==> config.mk <==
export PLATFORM = sky130hd
export DESIGN_NAME = nibble_bus_sequencer
export DESIGN_NICKNAME = d
export VERILOG_FILES = /design/src/rtl/nibble_bus_sequencer.sv
export SDC_FILE = /design/constraint.sdc
export NUM_CORES = 1
export LEC_CHECK = 0
export BUFFER_PORTS_ARGS = -buffer_cell sky130_fd_sc_hd__buf_2
export CORE_MARGIN = 4
export CORE_UTILIZATION = 54
export CTS_CLUSTER_DIAMETER = 60
export DETAILED_ROUTE_END_ITERATION = 10
export PLACE_DENSITY = 0.79
export SLEW_MARGIN = 20
export SYNTH_ARGS = -nofsm -noshare
export SYNTH_HDL_FRONTEND = slang
export SYNTH_SLANG_ARGS = --single-unit
==> constraint.sdc <==
create_clock -name CLK100MHZ -period 4.67 [get_ports CLK100MHZ]
set_clock_uncertainty 0.05 [all_clocks]
set_input_delay 0.2335 -clock CLK100MHZ [delete_from_list [all_inputs] [get_ports CLK100MHZ]]
set_output_delay 0.2335 -clock CLK100MHZ [all_outputs]
set_load 0.01 [all_outputs]
==> src/rtl/nibble_bus_sequencer.sv <==
// Half-duplex nibble transaction sequencer for a shared 4-bit pin group.
// Phases are drive, turnaround, sample and finish, each one paced in bus slots of CLK_DIV clocks.
module nibble_bus_sequencer #(
    parameter int MAX_NIBBLES = 8,
    parameter int TAR_CYCLES  = 2,
    parameter int CLK_DIV     = 4
) (
    input  logic                     CLK100MHZ,
    input  logic                     reset,
    input  logic                     start,
    input  logic [3:0]               wr_count,
    input  logic [3:0]               rd_count,
    input  logic [4*MAX_NIBBLES-1:0] wr_data,
    output logic                     busy,
    output logic                     done,
    output logic [4*MAX_NIBBLES-1:0] rd_data,
    output logic [3:0]               bus_out,
    output logic                     bus_oe,
    input  logic [3:0]               bus_in
);

    localparam int DW    = 4 * MAX_NIBBLES;
    localparam int CNT_W = $clog2(MAX_NIBBLES + 1);
    localparam int DIV_W = $clog2(CLK_DIV);
    localparam int TAR_W = $clog2(TAR_CYCLES + 1);

    localparam logic [DIV_W-1:0] DIV_LAST = DIV_W'(CLK_DIV - 1);
    localparam logic [TAR_W-1:0] TAR_LAST = TAR_W'(TAR_CYCLES - 1);

    typedef enum logic [2:0] {
        IDLE,
        DRIVE,
        TAR,
        SAMPLE,
        FINISH
    } state_t;

    function automatic logic [CNT_W-1:0] sat_count(input logic [3:0] c);
        if (32'(c) > MAX_NIBBLES) begin
            return CNT_W'(MAX_NIBBLES);
        end
        return CNT_W'(c);
    endfunction

    function automatic logic [3:0] nibble_of(input logic [DW-1:0] word,
                                             input logic [CNT_W-1:0] idx);
        logic [DW-1:0] shifted;
        shifted = word >> {idx, 2'b00};
        return shifted[3:0];
    endfunction

    function automatic logic [DW-1:0] place_nibble(input logic [3:0] nib,
                                                   input logic [CNT_W-1:0] idx);
        return {{(DW-4){1'b0}}, nib} << {idx, 2'b00};
    endfunction

    state_t            state_q, state_d;
    logic              busy_q, busy_d;
    logic              done_q, done_d;
    logic              oe_q, oe_d;
    logic [3:0]        out_q, out_d;
    logic [DW-1:0]     rd_q, rd_d;
    logic [DW-1:0]     wr_data_q, wr_data_d;
    logic [CNT_W-1:0]  wr_n_q, wr_n_d;
    logic [CNT_W-1:0]  rd_n_q, rd_n_d;
    logic [CNT_W-1:0]  nib_q, nib_d;
    logic [DIV_W-1:0]  div_q, div_d;
    logic [TAR_W-1:0]  tar_q, tar_d;
    logic [3:0]        sync1_q, sync1_d;
    logic [3:0]        sync2_q, sync2_d;
    logic [CNT_W-1:0]  wr_req, rd_req;

    always_comb begin
        wr_req  = sat_count(wr_count);
        rd_req  = sat_count(rd_count);
        sync1_d = bus_in;
        sync2_d = sync1_q;
    end

    always_comb begin
        state_d   = state_q;
        busy_d    = busy_q;
        done_d    = 1'b0;
        oe_d      = oe_q;
        out_d     = out_q;
        rd_d      = rd_q;
        wr_data_d = wr_data_q;
        wr_n_d    = wr_n_q;
        rd_n_d    = rd_n_q;
        nib_d     = nib_q;
        div_d     = div_q;
        tar_d     = tar_q;

        case (state_q)
            // FINISH still holding busy means the empty transaction path: pulse done now.
            IDLE, FINISH: begin
                state_d = IDLE;
                oe_d    = 1'b0;
                out_d   = 4'h0;
                if (busy_q) begin
                    done_d = 1'b1;
                    busy_d = 1'b0;
                end else if (start) begin
                    busy_d    = 1'b1;
                    rd_d      = '0;
                    wr_data_d = wr_data;
                    wr_n_d    = wr_req;
                    rd_n_d    = rd_req;
                    nib_d     = '0;
                    div_d     = '0;
                    tar_d     = '0;
                    if (wr_req != '0) begin
                        state_d = DRIVE;
                        oe_d    = 1'b1;
                        out_d   = wr_data[3:0];
                    end else if (rd_req != '0) begin
                        state_d = TAR;
                    end else begin
                        state_d = FINISH;
                    end
                end
            end

            DRIVE: begin
                if (div_q == DIV_LAST) begin
                    div_d = '0;
                    if (nib_q == wr_n_q - CNT_W'(1)) begin
                        oe_d  = 1'b0;
                        out_d = 4'h0;
                        nib_d = '0;
                        if (rd_n_q != '0) begin
                            state_d = TAR;
                        end else begin
                            state_d = FINISH;
                            done_d  = 1'b1;
                            busy_d  = 1'b0;
                        end
                    end else begin
                        nib_d = nib_q + CNT_W'(1);
                        out_d = nibble_of(wr_data_q, nib_d);
                    end
                end else begin
                    div_d = div_q + DIV_W'(1);
                end
            end

            TAR: begin
                if (div_q == DIV_LAST) begin
                    div_d = '0;
                    if (tar_q == TAR_LAST) begin
                        state_d = SAMPLE;
                        tar_d   = '0;
                        nib_d   = '0;
                    end else begin
                        tar_d = tar_q + TAR_W'(1);
                    end
                end else begin
                    div_d = div_q + DIV_W'(1);
                end
            end

            // Capture on the last clock of each slot, giving the pins the most settling time.
            SAMPLE: begin
                if (div_q == DIV_LAST) begin
                    div_d = '0;
                    rd_d  = rd_q | place_nibble(sync2_q, nib_q);
                    if (nib_q == rd_n_q - CNT_W'(1)) begin
                        state_d = FINISH;
                        done_d  = 1'b1;
                        busy_d  = 1'b0;
                    end else begin
                        nib_d = nib_q + CNT_W'(1);
                    end
                end else begin
                    div_d = div_q + DIV_W'(1);
                end
            end

            default: begin
                state_d = IDLE;
                busy_d  = 1'b0;
                oe_d    = 1'b0;
                out_d   = 4'h0;
            end
        endcase
    end

    always_ff @(posedge CLK100MHZ) begin
        if (reset) begin
            state_q <= IDLE;
            busy_q  <= 1'b0;
            done_q  <= 1'b0;
            oe_q    <= 1'b0;
            out_q   <= 4'h0;
            rd_q    <= '0;
            nib_q   <= '0;
            div_q   <= '0;
            tar_q   <= '0;
        end else begin
            state_q <= state_d;
            busy_q  <= busy_d;
            done_q  <= done_d;
            oe_q    <= oe_d;
            out_q   <= out_d;
            rd_q    <= rd_d;
            nib_q   <= nib_d;
            div_q   <= div_d;
            tar_q   <= tar_d;
        end
    end

    // Latched request data and the pin synchroniser carry no reset.
    always_ff @(posedge CLK100MHZ) begin
        wr_data_q <= wr_data_d;
        wr_n_q    <= wr_n_d;
        rd_n_q    <= rd_n_d;
        sync1_q   <= sync1_d;
        sync2_q   <= sync2_d;
    end

    assign busy    = busy_q;
    assign done    = done_q;
    assign bus_oe  = oe_q;
    assign bus_out = out_q;
    assign rd_data = rd_q;

endmodule

# Yosys cells after proc, flatten, opt, wreduce, memory -nomap -nowiden
# Cells that the tools add are included.
word_totals:
  output_inout_bits: 39
  register_bits: 98
  elab_cells: 130
  ramBits: 0
  romBits: 0
  memories: 0
  inputBits: 47
  latch_bits: 0
op_classes:
  n_eq_ne: 18
  n_mux: 65
  n_mul: 0
  n_bitwise: 4
  magnitude_cmp: 2
  add_sub_neg: 5
  n_reduce_logical: 20
  n_shift: 2
  div_mod_pow: 0
ops:
  columns: ["op", "count"]
  rows:
  - ["32-bit two-way mux", 3]
  - ["4-bit two-way mux", 17]
  - ["32-bit case mux with 2 select lines", 1]
  - ["3-bit two-way mux", 11]
  - ["32-bit bitwise OR", 1]
  - ["4-bit by 6-bit left shift with 32-bit output", 1]
  - ["32-bit by 6-bit right shift with 4-bit output", 1]
  - ["1-bit two-way mux", 20]
  - ["2-bit inequality test (second input constant)", 10]
  - ["4-bit case mux with 4 select lines", 1]
  - ["4-bit nonzero test", 4]
  - ["3-bit case mux with 4 select lines", 1]
  - ["4-bit case mux with 3 select lines", 1]
  - ["6-bit AND reduction", 2]
  - ["2-bit two-way mux", 5]
  - ["3-bit AND reduction", 3]
  - ["4-bit equality test", 2]
  - ["4-bit greater-than comparator (second input constant)", 2]
  - ["2-bit case mux with 2 select lines", 2]
  - ["4-bit AND reduction", 2]
  - ["8-bit AND reduction", 1]
  - ["4-bit by 1-bit subtractor with 4-bit output (second input constant)", 2]
  - ["3-bit by 2-bit equality test with 1-bit output (second input constant)", 2]
  - ["1-bit case mux with 3 select lines", 2]
  - ["13 further kinds", 19]

# Logic depth before layout (Yosys ltp)
depth:
  word_depth: 9
  depth_mapped: 7
  depth_no_buf: 7

# Worst setup path after synthesis
# OpenSTA, ideal clock, no wires.
synth_path:
  path_type: "register to register"
  from: "register state_q[1]"
  to: "register nib_q[2]"
  setup_ns: 0.095
  required_ns: 4.525
  slack_ns: 1.376
  synth_period_minus_slack_ns: 3.294
  stages_incl_launch_ff: 6
  arrival_ns: 3.149
  path_buffers: 1
  path_cell_list: "dfxtp_1 buf_2 nor4b_4 nor2_1 or4b_4 o311ai_1"
synth_via:
  elab_chain_cells: 4
  elab_cells_between_ends: 16
  cone_classes: "eq/ne (11); mux (1); reduce/logical (4)"
synth_lines:
  columns: ["element", "line", "text"]
  rows:
  - ["start, declared", "57", "state_t state_q, state_d;"]
  - ["start signal, assigned", "200", "state_q <= state_d;"]
  - ["3-bit equality test / 3-bit logical NOT (equally long branches)", "94", "case (state_q)"]
  - ["2-bit OR reduction", "94", null]
  - ["4-bit nonzero test (no source line) / 2-bit inequality test (equally long branches)", null, null]
  - ["8-bit AND reduction (no source line)", null, null]
  - ["end signal, assigned", "206", "nib_q <= nib_d;"]
  - ["end, declared", "66", "logic [CNT_W-1:0] nib_q, nib_d;"]
# Several ways; a longest one is shown, not always the timed one.
# A chain may end at the register's enable or synchronous reset.

# Worst setup path after layout
layout_path:
  from: "register nib_q[2]"
  to: "register out_q[0], in the netlist bus_out[0]"
layout_via:
  elab_chain_cells: 5
  elab_cells_between_ends: 6
  cone_classes: "add/sub (1); eq/ne (1); shift (1); mux (3)"
layout_lines:
  columns: ["element", "line", "text"]
  rows:
  - ["4-bit by 1-bit adder with 4-bit output", "139", "nib_d = nib_q + CNT_W'(1);"]
  - ["32-bit by 6-bit right shift with 4-bit output", "48", "shifted = word >> {idx, 2'b00};"]
  - ["4-bit two-way mux *", "127", "if (nib_q == wr_n_q - CNT_W'(1)) begin"]
  - ["4-bit two-way mux *", "125", "if (div_q == DIV_LAST) begin"]
  - ["4-bit case mux with 3 select lines *", "94", null]
  - ["end signal, assigned", "204", "out_q <= out_d;"]
  - ["end, declared", "61", "logic [3:0] out_q, out_d;"]
# Every way passes the cells marked *; elsewhere a longest branch is shown, timed or not. The select of a mux whose other input is x is not followed.

==> impl_metrics.prom <==
# TYPE chip_impl_metric gauge
chip_impl_info{name="status",value="complete, no violations"} 1
chip_impl_info{name="critical_path.cell_chain",value="xor3_1, nor3_1, a21oi_1, a222oi_1, a211oi_1"} 1
chip_impl_metric{name="synth_warnings",unit=""} 0
chip_impl_metric{name="cts.repair.resized",unit=""} 0
chip_impl_metric{name="tritoncts_num_sinks",unit=""} 98
chip_impl_info{name="cts_tree",value="built"} 1
chip_impl_info{name="end_kind",value="register"} 1
chip_impl_metric{name="regToRegSetupSlack",unit="ns"} 2.24
chip_impl_metric{name="design.portCount",unit=""} 86
chip_impl_metric{name="maxcap_violations",unit=""} 0
chip_impl_info{name="worstHoldStart",value="wr_data[2]"} 1
chip_impl_info{name="yosysMostFrequentCell",value="dfxtp_1"} 1
chip_impl_info{name="ys.flop_type",value="dfxtp_1"} 1
chip_impl_metric{name="post_drt_wl_per_cell",unit="um"} 16.36
chip_impl_info{name="worst_path_max_delay_cell",value="dfxtp_1"} 1
chip_impl_metric{name="first_global_vias",unit=""} 3065
chip_impl_info{name="criticalPathCategory",value="reg -> reg"} 1
chip_impl_metric{name="fin_area",unit="sq um"} 4984
chip_impl_metric{name="final_net_count",unit=""} 502
chip_impl_metric{name="synth_edf_count",unit=""} 40
chip_impl_metric{name="std_cell_rows",unit=""} 31
chip_impl_metric{name="grt_antenna_before_repair",unit=""} 0
chip_impl_info{name="worst_setup_path_start_kind",value="register"} 1
chip_impl_metric{name="routed-wl-met2",unit="um"} 4465
chip_impl_info{name="rr_startpoint",value="nib_q[2]"} 1
chip_impl_metric{name="start_util",unit="%"} 55.36
chip_impl_info{name="synthTopCellsByCount",value="dfxtp_1, nor2_1, edfxtp_1, a21oi_1, a31oi_1"} 1
chip_impl_metric{name="chipHeight",unit="um"} 94
chip_impl_metric{name="cts_max_level",unit=""} 3
chip_impl_metric{name="final.min_clock_period",unit="ns"} 2.429
chip_impl_metric{name="antenna_fix_cells",unit=""} 0
chip_impl_info{name="hold_class",value="in -> reg"} 1
chip_impl_metric{name="drc_errors",unit=""} 0
chip_impl_metric{name="detailedRoute.firstPassIterationCount",unit=""} 5
chip_impl_metric{name="clk_pin_slew",unit="ns"} 0.10
chip_impl_metric{name="total_power",unit="uW"} 2435
chip_impl_metric{name="clkLatencyLatePin",unit="ns"} 0.36
chip_impl_metric{name="required",unit="ns"} 4.85
chip_impl_metric{name="r2r_depth",unit=""} 5
chip_impl_info{name="min_to",value="wr_data_q[2]"} 1
chip_impl_info{name="grt_setup_unrepaired",value="false"} 1
chip_impl_metric{name="vias",unit=""} 3020
chip_impl_metric{name="post-place-cells",unit=""} 506
chip_impl_metric{name="holdPathStages",unit=""} 1
chip_impl_metric{name="ys_seq_elements",unit=""} 98
chip_impl_metric{name="cts_buffer_depth",unit=""} 2
chip_impl_metric{name="place.port_buffers",unit=""} 85
chip_impl_metric{name="netlist_area",unit="sq um"} 3994
chip_impl_metric{name="critical_path_peak_fanout",unit=""} 11
chip_impl_metric{name="dieWidth",unit="um"} 94
chip_impl_metric{name="timing.final.max_slew_violations",unit=""} 0
chip_impl_metric{name="fin_crit_sh",unit="%"} 52.00
chip_impl_metric{name="die-area",unit="sq um"} 8836
chip_impl_metric{name="cts_post_setup_buffers_inserted",unit=""} 0
chip_impl_info{name="yosysTopAreaCell",value="edfxtp_1"} 1
chip_impl_metric{name="vias_per_cell",unit=""} 5.451
chip_impl_info{name="rr_endpoint",value="bus_out[0]"} 1
chip_impl_metric{name="cp_arrival",unit="ns"} 2.61
chip_impl_metric{name="postRouteAntennaNets",unit=""} 0
chip_impl_metric{name="core",unit="sq um"} 7214
chip_impl_metric{name="detailed_place.area",unit="sq um"} 4474
chip_impl_metric{name="grt_pass1_wl",unit="um"} 14920
chip_impl_metric{name="timing.final.hold_violations",unit=""} 0
chip_impl_metric{name="worst_slew_margin_rel",unit="%"} 48.43
chip_impl_metric{name="drt_wl_total",unit="um"} 9065
chip_impl_metric{name="post_layout_nonfiller_instances",unit=""} 554
chip_impl_metric{name="grt-ovfl-total",unit=""} 0
chip_impl_metric{name="postSynthNetCount",unit=""} 391
chip_impl_info{name="routed.top_layer",value="met4"} 1
chip_impl_metric{name="setup_total_negative_slack",unit="ns"} 0
chip_impl_metric{name="initialDrtViolationCount",unit=""} 313
chip_impl_metric{name="flow.area_growth_from_synthesis",unit="%"} 24.78
chip_impl_metric{name="worst_pin_slew",unit="ns"} 0.7707
chip_impl_metric{name="place.detailed.hpwl",unit="um"} 6140
chip_impl_metric{name="power_leakage",unit="uW"} 0.001985
chip_impl_metric{name="synth_sequential_area_ratio",unit="%"} 59.15
chip_impl_metric{name="fillCellCount",unit=""} 565
chip_impl_metric{name="gpl.final_weighted_congestion",unit=""} 0.9204
chip_impl_metric{name="globalRouteTotalUtil",unit="%"} 21.70
chip_impl_metric{name="layout-drive-gt1-share",unit="%"} 27.69
chip_impl_metric{name="syn_avg_cell_area",unit="sq um"} 11.78
chip_impl_metric{name="final_hold_slack",unit="ns"} 0.03195
chip_impl_metric{name="wl_met3",unit="um"} 472
chip_impl_metric{name="met1_length",unit="um"} 3999
chip_impl_metric{name="grt_start_max_net_pins",unit=""} 41
chip_impl_metric{name="synth_top_area_share",unit="%"} 30.08
chip_impl_metric{name="maxClockFrequency",unit="MHz"} 411.8
chip_impl_metric{name="crit_path_max_incr_delay",unit="ns"} 0.58
chip_impl_metric{name="setup_viol",unit=""} 0
chip_impl_metric{name="power.density",unit="nW/um^2"} 488.5
chip_impl_metric{name="netlist-cell-type-count",unit=""} 53
chip_impl_info{name="clock_tree.root_cell",value="clkbuf_8"} 1
chip_impl_metric{name="ir_drop",unit="mV"} 0.3532
chip_impl_metric{name="ys_async_sr_fraction",unit="%"} 0
chip_impl_metric{name="cts_hold_repair.buffers",unit=""} 28
chip_impl_info{name="ys_top_cells_by_area",value="edfxtp_1, dfxtp_1, mux4_2"} 1
chip_impl_metric{name="postSynthCellCount",unit=""} 339
chip_impl_metric{name="cts_inserted_buffers",unit=""} 9
==> metrics by stage <==
step / utilization, % / setup slack (ns)
global placement: 62.02 / 2.409
floorplan: - / 1.376
global route: 69.08 / 2.055
CTS: 68.42 / 2.303
detailed placement: 62.02 / 2.310
finish: 69.08 / 2.241
==> power breakdown <==
group	switching [uW]	internal (uW)
Sequential	107	1060
Combinational	434	317
Clock	309	203
Total	850	1580
==> sequential cells by signal, summed over array words and instances (netlist names) <==
| signal | flops |
|---|---|
| rd_data | 32 |
| wr_data_q | 32 |
| bus_out | 4 |
| nib_q | 4 |
| rd_n_q | 4 |
| sync1_q | 4 |
| sync2_q | 4 |
| wr_n_q | 4 |
| state_q | 3 |
| div_q | 2 |
| tar_q | 2 |
| bus_oe | 1 |
| busy | 1 |
| done | 1 |
==> layout by cell type, fill, tap and decap left out, types with 2 or more instances in the layout <==
cell type       n
buf_2          85
dfxtp_1        58
nor2_1         46
edfxtp_1       40
dlygate4sd3_1  32
a21oi_1        24
a31oi_1        14
nor2b_1        10
nand2_1        10
o21ai_0        10
nor3_1         10
inv_1           9
clkbuf_8        9
mux4_2          8
xnor2_1         6
o21bai_1        5
a211oi_1        5
ha_1            5
nor3b_1         4
nand2b_1        4
o311ai_0        4
nand3_1         4
mux2_2          4
a222oi_1        4
buf_4           4
and4b_1         2
xor2_1          2
xor3_1          2
nor4_1          2
a41oi_1         2
a22oi_1         2
inv_4           2
inv_6           2
==> worst max path at each step <==
| stage | start | to | slack [ns] | cells after the start |
|---|---|---|---|---|
| 3_3_place_gp | state_q[0] | nib_q[2] | 2.41 | 5 |
| 2_1_floorplan | state_q[1] | nib_q[2] | 1.38 | 5 |
| 3_5_place_dp | nib_q[0] | bus_out[3] | 2.31 | 6 |
| 6_report | nib_q[2] | bus_out[0] | 2.24 | 5 |
| 4_1_cts | nib_q[0] | bus_out[3] | 2.30 | 6 |
| 5_1_grt | nib_q[2] | bus_out[0] | 2.05 | 5 |
==> critical path, delay by kind of cell (launching register included) <==
kind                      cells  cell delay [ns]
DFF                           1             0.58
and+or+nand+nor               1             0.44
xor gates and xnor gates      1             0.49
AOI/OAI and AO/OA             3             0.75
==> area by class of cell <==
cell class / count / area [sq um] / area share (%)
Multi-Input combinational cell: 211 / 1506 / 30.23
Clock inverter: 7 / 57.56 / 1.155
Clock buffer: 9 / 123.9 / 2.486
Sequential cell: 98 / 2362 / 47.40
Timing Repair Buffer: 121 / 775.7 / 15.57
Inverter: 9 / 33.78 / 0.6779
Tap cell: 99 / 123.9 / 2.486
==> logic make-up after synthesis <==
family	synth area share, %
flip-flops	59.15
AO/OA/AOI/OAI	13.16
buffers and inverters	3.415
XOR/XNOR	3.352
multiplexers	5.890
adder cells (fa/ha/maj)	1.566
AND/OR/NAND/NOR	13.47
==> metal layers <==
| layer | global-route usage (%) | up-vias |
|---|---|---|
| met5 | 0 | - |
| met4 | 6.619 | 0 |
| met3 | 4.247 | 13 |
| met2 | 34.71 | 96 |
| met1 | 29.98 | 1438 |
| li1 | - | 1473 |
Power figures use the tool's default switching activity.
